File: config.mk
export PLATFORM = sky130hd
export DESIGN_NAME = tl_phase_timer
export DESIGN_NICKNAME = d
export VERILOG_FILES = /design/src/rtl/tl_phase_timer.sv
export SDC_FILE = /design/constraint.sdc
export NUM_CORES = 1
export LEC_CHECK = 0
export BUFFER_PORTS_ARGS = -buffer_cell sky130_fd_sc_hd__buf_2
export CAP_MARGIN = 10
export CORE_UTILIZATION = 50
export CTS_CLUSTER_DIAMETER = 80
export DETAILED_ROUTE_END_ITERATION = 6
export GPL_ROUTABILITY_DRIVEN = 0
export PLACE_DENSITY_LB_ADDON = 0.05
export SYNTH_ARGS = -nofsm -noshare
export SYNTH_HDL_FRONTEND = slang
export SYNTH_SLANG_ARGS = --single-unit
File: constraint.sdc
create_clock -name clk -period 2.5 [get_ports clk]
set_clock_uncertainty 0.2 [all_clocks]
set_input_delay 0.5 -clock clk [delete_from_list [all_inputs] [get_ports clk]]
set_output_delay 0.5 -clock clk [all_outputs]
set_load 0.005 [all_outputs]
File: src/rtl/tl_phase_timer.sv
// Phase-duration timer for the highway/farm-road lights: times each green or
// yellow phase and returns a one-cycle time_out pulse to the owning controller.
module tl_phase_timer #(
  parameter int unsigned CLK_DIV    = 50_000_000,
  parameter logic [7:0]  T_GREEN_HW = 8'd25,
  parameter logic [7:0]  T_GREEN_FR = 8'd10,
  parameter logic [7:0]  T_YELLOW   = 8'd3
) (
  input  logic       clk,
  input  logic       rst_n,
  input  logic [1:0] state_hw,
  input  logic [1:0] state_fr,
  output logic       time_out_hw,
  output logic       time_out_fr,
  output logic [7:0] sec_left,
  output logic       conflict
);

  localparam int unsigned PW = (CLK_DIV > 1) ? $clog2(CLK_DIV) : 1;
  localparam logic [PW-1:0] DIV_M1 = PW'(CLK_DIV - 1);

  // Zero durations would never expire; treat them as one second.
  localparam logic [7:0] DUR_HW_G = (T_GREEN_HW == 8'd0) ? 8'd1 : T_GREEN_HW;
  localparam logic [7:0] DUR_FR_G = (T_GREEN_FR == 8'd0) ? 8'd1 : T_GREEN_FR;
  localparam logic [7:0] DUR_Y    = (T_YELLOW   == 8'd0) ? 8'd1 : T_YELLOW;

  localparam logic [1:0] CODE_G = 2'b01;
  localparam logic [1:0] CODE_Y = 2'b10;

  typedef enum logic [2:0] {
    PH_NONE = 3'd0,
    PH_HW_G = 3'd1,
    PH_HW_Y = 3'd2,
    PH_FR_G = 3'd3,
    PH_FR_Y = 3'd4
  } phase_e;

  phase_e        act, phase_q;
  logic [PW-1:0] presc;
  logic [7:0]    sec_cnt;
  logic [7:0]    dur;
  logic          done;
  logic          hw_on, fr_on, is_hw;

  assign hw_on = (state_hw == CODE_G) || (state_hw == CODE_Y);
  assign fr_on = (state_fr == CODE_G) || (state_fr == CODE_Y);

  // Highway has priority when both roads claim an active phase.
  always_comb begin
    act = PH_NONE;
    if      (state_hw == CODE_G) act = PH_HW_G;
    else if (state_hw == CODE_Y) act = PH_HW_Y;
    else if (state_fr == CODE_G) act = PH_FR_G;
    else if (state_fr == CODE_Y) act = PH_FR_Y;
  end

  always_comb begin
    dur = DUR_Y;
    if      (act == PH_HW_G) dur = DUR_HW_G;
    else if (act == PH_FR_G) dur = DUR_FR_G;
  end

  assign is_hw    = (phase_q == PH_HW_G) || (phase_q == PH_HW_Y);
  assign sec_left = sec_cnt;

  always_ff @(posedge clk or negedge rst_n) begin
    if (!rst_n) begin
      phase_q     <= PH_NONE;
      presc       <= '0;
      sec_cnt     <= 8'd0;
      done        <= 1'b0;
      time_out_hw <= 1'b0;
      time_out_fr <= 1'b0;
      conflict    <= 1'b0;
    end else begin
      time_out_hw <= 1'b0;
      time_out_fr <= 1'b0;
      phase_q     <= act;
      if (hw_on && fr_on) conflict <= 1'b1;

      if (act == PH_NONE) begin
        presc   <= '0;
        sec_cnt <= 8'd0;
        done    <= 1'b0;
      end else if (act != phase_q) begin
        // New or aborted phase: reload without pulsing for the old one.
        presc   <= '0;
        sec_cnt <= dur;
        done    <= 1'b0;
      end else if (!done) begin
        if (presc == DIV_M1) begin
          presc <= '0;
          if (sec_cnt > 8'd1) begin
            sec_cnt <= sec_cnt - 8'd1;
          end else begin
            sec_cnt     <= 8'd0;
            done        <= 1'b1;
            time_out_hw <= is_hw;
            time_out_fr <= !is_hw;
          end
        end else begin
          presc <= presc + 1'b1;
        end
      end
    end
  end

endmodule

## After elaboration in Yosys (flattened, before gate mapping)

Index checks and enable logic that the tools add are counted.

| storage, ports and cells | value |
|---|---|
| output and inout bits | 11 |
| register bits | 41 |
| input bits | 6 |

| cells by class | value |
|---|---|
| eq/ne operators | 11 |
| order comparisons | 1 |
| add/subtract/negate cells | 2 |
| muxes and demuxes | 30 |
| reductions and logical operators | 8 |

Operator list:

| operator | count |
|---|---|
| 26-bit 2-to-1 mux | 4 |
| 8-bit 2-to-1 mux | 5 |
| 26-bit by 1-bit adder with 26-bit output (second input constant) | 1 |
| 26-bit == test (second input constant) | 1 |
| 1-bit 2-to-1 mux | 15 |
| 3-bit 2-to-1 mux | 4 |
| 8-bit by 1-bit > comparator with 1-bit output (second input constant) | 1 |
| 8-bit by 1-bit subtractor with 8-bit output (second input constant) | 1 |
| 3-bit by 1-bit == test with 1-bit output (second input constant) | 2 |
| 3-bit by 2-bit == test with 1-bit output (second input constant) | 2 |
| 5-bit 2-to-1 mux | 1 |
| 2-bit by 1-bit == test with 1-bit output (second input constant) | 2 |
| 2-bit == test (second input constant) | 2 |
| 4-bit 2-to-1 mux | 1 |
| 3-bit logical NOT | 1 |
| 1-bit logical OR | 3 |
| 3-bit by 1-bit != test with 1-bit output (second input constant) | 1 |
| 3-bit != test | 1 |
| 3-bit nonzero test | 1 |
| 2-bit AND reduction | 1 |
| 1-bit logical AND | 1 |
| 1-bit logical NOT | 1 |

## Depth between registers and ports, before layout

Gate-level depths: netlist (run 1).

| logic depth | value |
|---|---|
| depth in word-level cells | 10 |
| gate-level depth with buffers | 10 |
| mapped depth without buffers | 8 |

## Worst setup path before layout (run 1)

OpenSTA, ideal clock, no wires.

| timing path | value |
|---|---|
| path kind | input -> register |
| from | input state_hw[1] |
| to | register presc[24] |
| cell stages on the path | 8 |
| setup time | 0.077 ns |
| buffers on the path | 1 |
| slack | 0.086 ns |
| arrival time | 2.136 ns |
| path through | inv_1 ha_1 clkbuf_1 o21ai_0 a32oi_1 a211o_1 or3_1 a21oi_1 |

| between the ends | value |
|---|---|
| longest elaborated chain between the ends | 6 |
| elaborated cells between the ends (all ways) | 9 |

Ends and longest elaborated chain:

| element | line | source |
|---|---|---|
| from (decl) | 11 | `input logic [1:0] state_hw,` |
| 2-bit == test | 52 | `else if (state_hw == CODE_Y) act = PH_HW_Y;` |
| 3-bit 2-to-1 mux | 52 |  |
| 3-bit 2-to-1 mux (*) | 51 | `if (state_hw == CODE_G) act = PH_HW_G;` |
| 3-bit != test | 85 | `end else if (act != phase_q) begin` |
| 26-bit 2-to-1 mux | 85 |  |
| 26-bit 2-to-1 mux | 81 | `if (act == PH_NONE) begin` |
| to (signal assigned) | 102 | `presc <= presc + 1'b1;` |
| to (decl) | 39 | `logic [PW-1:0] presc;` |

Mark *: on every way between the ends. The rest lies on a longest branch, timed or not.
A chain may end at the register's enable or synchronous reset.

## Worst setup path in the final report (run 1)

| timing path | value |
|---|---|
| from | input state_fr[0] |
| to | register presc[18] |

| between the ends | value |
|---|---|
| longest elaborated chain between the ends | 8 |
| elaborated cells between the ends (all ways) | 11 |

Ends and longest elaborated chain:

| element | line | source |
|---|---|---|
| from (decl) | 12 | `input logic [1:0] state_fr,` |
| 2-bit == test | 54 | `else if (state_fr == CODE_Y) act = PH_FR_Y;` |
| 3-bit 2-to-1 mux | 54 |  |
| 3-bit 2-to-1 mux (*) | 53 | `else if (state_fr == CODE_G) act = PH_FR_G;` |
| 3-bit 2-to-1 mux (*) | 52 |  |
| 3-bit 2-to-1 mux (*) | 51 |  |
| 3-bit != test | 85 |  |
| 26-bit 2-to-1 mux | 85 |  |
| 26-bit 2-to-1 mux | 81 |  |

Marked as above.

==> results of run 1 <==
==> per-layer routing <==
metal	share of wire, %	GRT usage, %	vias to the layer above
met4	1.2	5.88	0
met1	54	32.7	1000
met3	2.0	3.31	7
li1	-	-	1082
met5	0	0	-
met2	43	33.3	25
==> area by class of cell <==
type	instances	area, sq um
Multi-Input combinational cell	216	1360
Tap cell	67	83.8
Inverter	9	33.8
Clock inverter	2	10.0
Fill cell	442	1830
Clock buffer	6	72.6
Sequential cell	41	1030
Timing Repair Buffer	47	340
==> synthesized netlist by cell type, types with 2 or more instances <==
cell / count / area (sq um)
nor2b_1: 5 / 31.3
nand4_1: 7 / 43.8
dfrtp_1: 41 / 1030
and2_1: 2 / 12.5
nand3b_1: 3 / 22.5
o31ai_1: 2 / 15.0
a2111oi_2: 3 / 45.0
nor4_4: 2 / 42.5
ha_1: 7 / 87.6
nand2b_1: 2 / 12.5
inv_1: 9 / 33.8
or3_1: 5 / 31.3
a21oi_1: 18 / 90.1
xnor2_1: 20 / 175
nand3_1: 17 / 85.1
nor3b_1: 2 / 15.0
mux2i_1: 2 / 20.0
and3_1: 4 / 25.0
o21ai_0: 17 / 85.1
buf_2: 6 / 30.0
nor3_1: 5 / 25.0
nor4_1: 2 / 12.5
o22ai_1: 2 / 12.5
or4_1: 4 / 30.0
a211oi_1: 7 / 52.6
clkbuf_1: 6 / 22.5
nand2_1: 20 / 75.1
nor2_1: 39 / 146
==> placed cells by master (no fill, tap or decap), types with 3 or more instances in the layout <==
cell type / netlist / routed
or4_1: 4 / 4
nor2b_1: 5 / 5
a211oi_1: 7 / 7
ha_1: 7 / 7
and3_1: 4 / 4
nand3_1: 17 / 17
a2111oi_2: 3 / 3
nand2_1: 20 / 20
xnor2_1: 20 / 20
buf_4: 1 / 28
nand3b_1: 3 / 3
o21ai_0: 17 / 15
nand4_1: 7 / 7
buf_2: 6 / 16
dfrtp_1: 41 / 41
nor3_1: 5 / 5
clkbuf_8: 0 / 5
inv_1: 9 / 9
nor2_1: 39 / 39
or3_1: 5 / 5
o21ai_1: 1 / 3
a21oi_1: 18 / 18
==> power groups by stage <==
stage               combinational, mW  sequential, mW  clock, mW
CTS                             0.260           0.704      0.444
finish                          0.257           0.705      0.430
detailed placement              0.259           0.717          0
global placement                0.258           0.718          0
floorplan                       0.160           0.709          0
global route                    0.291           0.708      0.459
==> final timing paths <==
path	startpoint	to	slack, ps	cells past startpoint
min reg2reg	conflict$_DFFE_PN0P_	conflict$_DFFE_PN0P_	280	1
max in group asynchronous	rst_n	presc[8]$_DFFE_PN0P_	1110	3
min in group asynchronous	rst_n	sec_left[5]$_DFFE_PN0P_	500	2
max reg2reg	presc[0]$_DFFE_PN0P_	sec_left[3]$_DFFE_PN0P_	240	8
min	conflict$_DFFE_PN0P_	conflict$_DFFE_PN0P_	280	1
max	state_fr[0]	presc[18]$_DFFE_PN0P_	170	9
==> cell families after synthesis <==
kind of cell / Yosys count / share of synthesized area (%)
AND/OR/NAND/NOR: 128 / 27.9
XOR/XNOR: 20 / 7.03
multiplexers: 2 / 0.804
buffers and inverters: 24 / 4.37
flip-flops: 41 / 41.2
AO/OA/AOI/OAI: 59 / 15.2
adder cells (fa/ha/maj): 7 / 3.52
==> sequential cells by signal, summed over array words and instances (netlist names) <==
register and flops:
conflict 1, done 1, phase_q 3, presc 26
sec_left 8, time_out_fr 1, time_out_hw 1
==> through the flow <==
| step | utilization, % | setup TNS, ps |
|---|---|---|
| 6_report | 61.5 | 0 |
| 5_1_grt | 61.5 | 0 |
| 4_1_cts | 61.5 | 0 |
| 3_5_place_dp | 59.5 | -902 |
| 3_3_place_gp | 59.5 | -515 |
| 2_1_floorplan | - | 0 |
==> worst max-delay path: cells and delay by family <==
family          cells  cell delay [ps]
fa+ha+maj           1              260
compound gates      4              770
simple gates        2              520
buf+inv             2              300
==> what timing repair did <==
action / 4_1_cts / 5_1_grt
endpoints found under the setup margin: 0 / 7
hold endpoints to repair: 19 / 0
hold buffers: 1 / 0
gates resized for setup: 0 / 3
==> results.cfg, run 1 <==
[die]
rows = 25
initial_utilization_pct = 52.4
io_pins = 17
die_h_microns = 72.6
dieArea_sq_um = 5270
core_sq_um = 4750
die_w_microns = 72.6

[detailed_routing]
first_pass_iters = 4
routed_wl_mm = 5.32
drt_iter0_drc = 114
wl_per_cell_microns = 13.7
antenna_left = 0
drc = 0
vias_per_cell = 5.45
vias = 2114

[clocking]
post-cts-setup-buffers = 0
numClockSinks = 41
cts_tree = yes
clk_pin_slew_ps = 80
cts_buffers = 5
clock_latency_ps = 290
clock_path_buffers = 2
cts_root_buffer = clkbuf_8
htreeDepth = 2

[min_path]
hp-class = reg -> reg

[pwr]
power_mw = 1.39
p_switching_mw = 0.407
pwr-share-clk_pct = 30.9
power_frac_comb_pct = 18.5
p_seq_share_pct = 50.6
powerDensity_nw_per_um2 = 476
ir_drop_uv = 285
power_leakage_nw = 1.20
p_int_mw = 0.986
swShare_pct = 29.2

[layout]
fin_cells = 388
nets = 333
diodes = 0
areaGrowthSynthToFinish_pct = 17.4
drive_above_1_share_pct = 20.2
final_cell_area_sq_um = 2920

[placement]
dp_hpwl_mm = 3.92
place_ws_ps = -186
dpl.cell_count = 379
portBuffers = 16
dpl_cell_area_sq_um = 2830

[worst_setup_path]
cp_data_required_time_ps = 2520
critPathLaunchType = input pin
critPathArrivalTime_ps = 2350
crit_type = in -> reg
cp_max_fo = 10
worstPathCellList = buf_2 > ha_1 > nor2b_1 > o21ai_1 > a32oi_1 > buf_4 > a211o_1 > or3_1 > a21oi_1
end_kind = flop
crit_slowest_cell = a211o_1
max_stage_delay_ps = 350

[yosys]
ys.flop_type = dfrtp_1
yosysSeqAreaShare_pct = 41.2
synth.ff_latch_count = 41
ys_types = 50
syn_area_sq_um = 2490
avgSynthCellArea_sq_um = 8.87
netlist_instances = 281
async_flop_share_pct = 100
yosys_warnings = 0
synth_edf_count = 0
syn-num-nets = 294

[run_status]
outcome = complete, no violations

[timing]
period_minus_slack_ps = 2330
relSlewSlack_pct = 66.5
fmax_mhz = 429
setup_slack_ps = 169
worst_pin_slew_ps = 502
fin_hold_ws_ps = 283
finalSetupViolations = 0
slew_viol_final = 0
finalHoldViolations = 0
rsz0062_at_grt = no
period_share_pct = 93.2

[grt]
grt_overflow_total = 0
grt_max_degree = 29
grt_pass1_vias = 1966
grt_pass1_wl_mm = 9.07
grtUsageTotal_pct = 22.0
grt_antenna_before_repair = 0

[job]
drv_cap = 0
Note: power is estimated with default switching activity, not from simulation.
==> run 2: changes to the inputs <==
- clock period: 2.5 -> 2.14 ns (I/O delays scaled with it)
==> run 2 against run 1 <==
  * The flow now finishes with violations (hold timing)
  * Non-clock buffer count rose by 43
  * Sequential share of layout area shrank 5.9 points
  * Die area is the same
  * Largest cell class unchanged
  * Largest power group unchanged
==> results.cfg, run 2 (synthesis gave the netlist of run 1 again) <==
[run_status]
outcome = finished with violations
violations = hold timing

[timing]
setup_slack_ps = 20.8
period_minus_slack_ps = 2120
slew_viol_final = 0
fmax_mhz = 472
fin_hold_ws_ps = -21.7
timing.setup.tns_ps = 0
finalSetupViolations = 0
worst_pin_slew_ps = 529
rsz0062_at_grt = yes
period_share_pct = 99.0
finalHoldViolations = 22
relSlewSlack_pct = 64.8

[layout]
layout_common_cells = 67 x buf_4, 40 x dfrtp_1, 37 x nor2_1, 20 x xnor2_1, 20 x nand2_1
fin_cells = 431
nets = 376
diodes = 0
drive_above_1_share_pct = 38.7
areaGrowthSynthToFinish_pct = 41.2
largest_reg_flops = 26
fin_util_pct = 74.0
largest_register = presc
final_common_cell = buf_4
final_cell_area_sq_um = 3520
fillCellCount = 368

[worst_setup_path]
r2r_end = sec_left[6]$_DFFE_PN0P_
max_stage_delay_ps = 410
ff2ff_setup_slack_ps = 20
critPathLaunchType = flop
cp_data_required_time_ps = 2170
reg2reg_depth = 6
worstPathCellList = nor4b_2 > nand4_1 > nor4_4 > nand2_2 > or4_1 > a21oi_1
crit_type = reg -> reg
crit_slowest_cell = or4_1
cp_max_fo = 4
r2r-start = presc[10]$_DFFE_PN0P_
end_kind = flop
critPathArrivalTime_ps = 2150

[placement]
dpl_cell_area_sq_um = 3120
dp_hpwl_mm = 4.28
place_ws_ps = -401
dpl.cell_count = 413
portBuffers = 16

[clocking]
cts_buffers = 5
cts_hold_buf = 0
cts_root_buffer = clkbuf_8
clock_latency_ps = 300
htreeDepth = 2
cts_tree = yes
numClockSinks = 41
clock_path_buffers = 2
clk_pin_slew_ps = 80

[detailed_routing]
drt_iter0_drc = 82
routed_wl_mm = 6.32
drc = 0
antenna_left = 0
wl_per_cell_microns = 14.7
vias_per_cell = 5.41
first_pass_iters = 4
vias = 2330

[grt]
grt_antenna_before_repair = 0
grt_overflow_total = 0
grtUsageTotal_pct = 25.0
grt_pass1_vias = 2195
grt_max_degree = 42
grt_pass1_wl_mm = 10.1

[die]
io_pins = 17
die_h_microns = 72.6
rows = 25
core_sq_um = 4750
die_w_microns = 72.6
initial_utilization_pct = 52.4
dieArea_sq_um = 5270

[pwr]
ir_drop_uv = 419
power_mw = 1.91
powerDensity_nw_per_um2 = 543
power_leakage_nw = 1.46

[job]
drv_cap = 0

[min_path]
hp-class = in -> async
==> run 2: routing by layer <==
layer | vias up | GRT usage [%] | routed length, microns
li1 | 1168 | - | -
met1 | 1101 | 31.7 | 2780
met2 | 45 | 43.5 | 3210
met3 | 16 | 3.59 | 149
met4 | 0 | 8.93 | 170
met5 | - | 0 | 0
==> run 2: worst max path at each step <==
stage / start / endpoint / depth (start not counted)
final: presc[10]$_DFFE_PN0P_ / sec_left[6]$_DFFE_PN0P_ / 6
after global routing: presc[11]$_DFFE_PN0P_ / sec_left[6]$_DFFE_PN0P_ / 6
after CTS: state_fr[0] / presc[24]$_DFFE_PN0P_ / 9
after detailed placement: state_hw[1] / presc[23]$_DFFE_PN0P_ / 10
after global placement: state_fr[0] / presc[23]$_DFFE_PN0P_ / 10
after floorplan: state_fr[1] / presc[24]$_DFFE_PN0P_ / 9
==> run 2: layout make-up <==
class	instances	area, sq um	area share, %
sequential	41	1030	29.2
clock buffer	7	86.3	2.45
timing repair buffer	90	688	19.6
clock inverter	1	30.0	0.853
inverter	9	33.8	0.960
tap	67	83.8	2.38
multi-input combinational	216	1570	44.6
==> run 2: repair_timing <==
item	in CTS	in global routing
buffers inserted	3	6
endpoints found under the setup margin	8	28
pin swaps	8	17
gates resized for setup	10	31
cloned	0	1
==> run 2: power by group <==
group          total, mW  internal [mW]  switching [mW]  leakage (nW)
clock network      0.656          0.381           0.276        0.0585
logic              0.438          0.211           0.227         0.848
registers          0.815          0.794          0.0213         0.556
total               1.91           1.39           0.524          1.46
==> run 2: critical path: cells and delay by family, from the launching register on <==
kind / cells / cell delay (ps)
AO/OA/AOI/OAI: 1 / 150
AND/OR/NAND/NOR: 5 / 1300
flip-flops: 1 / 400
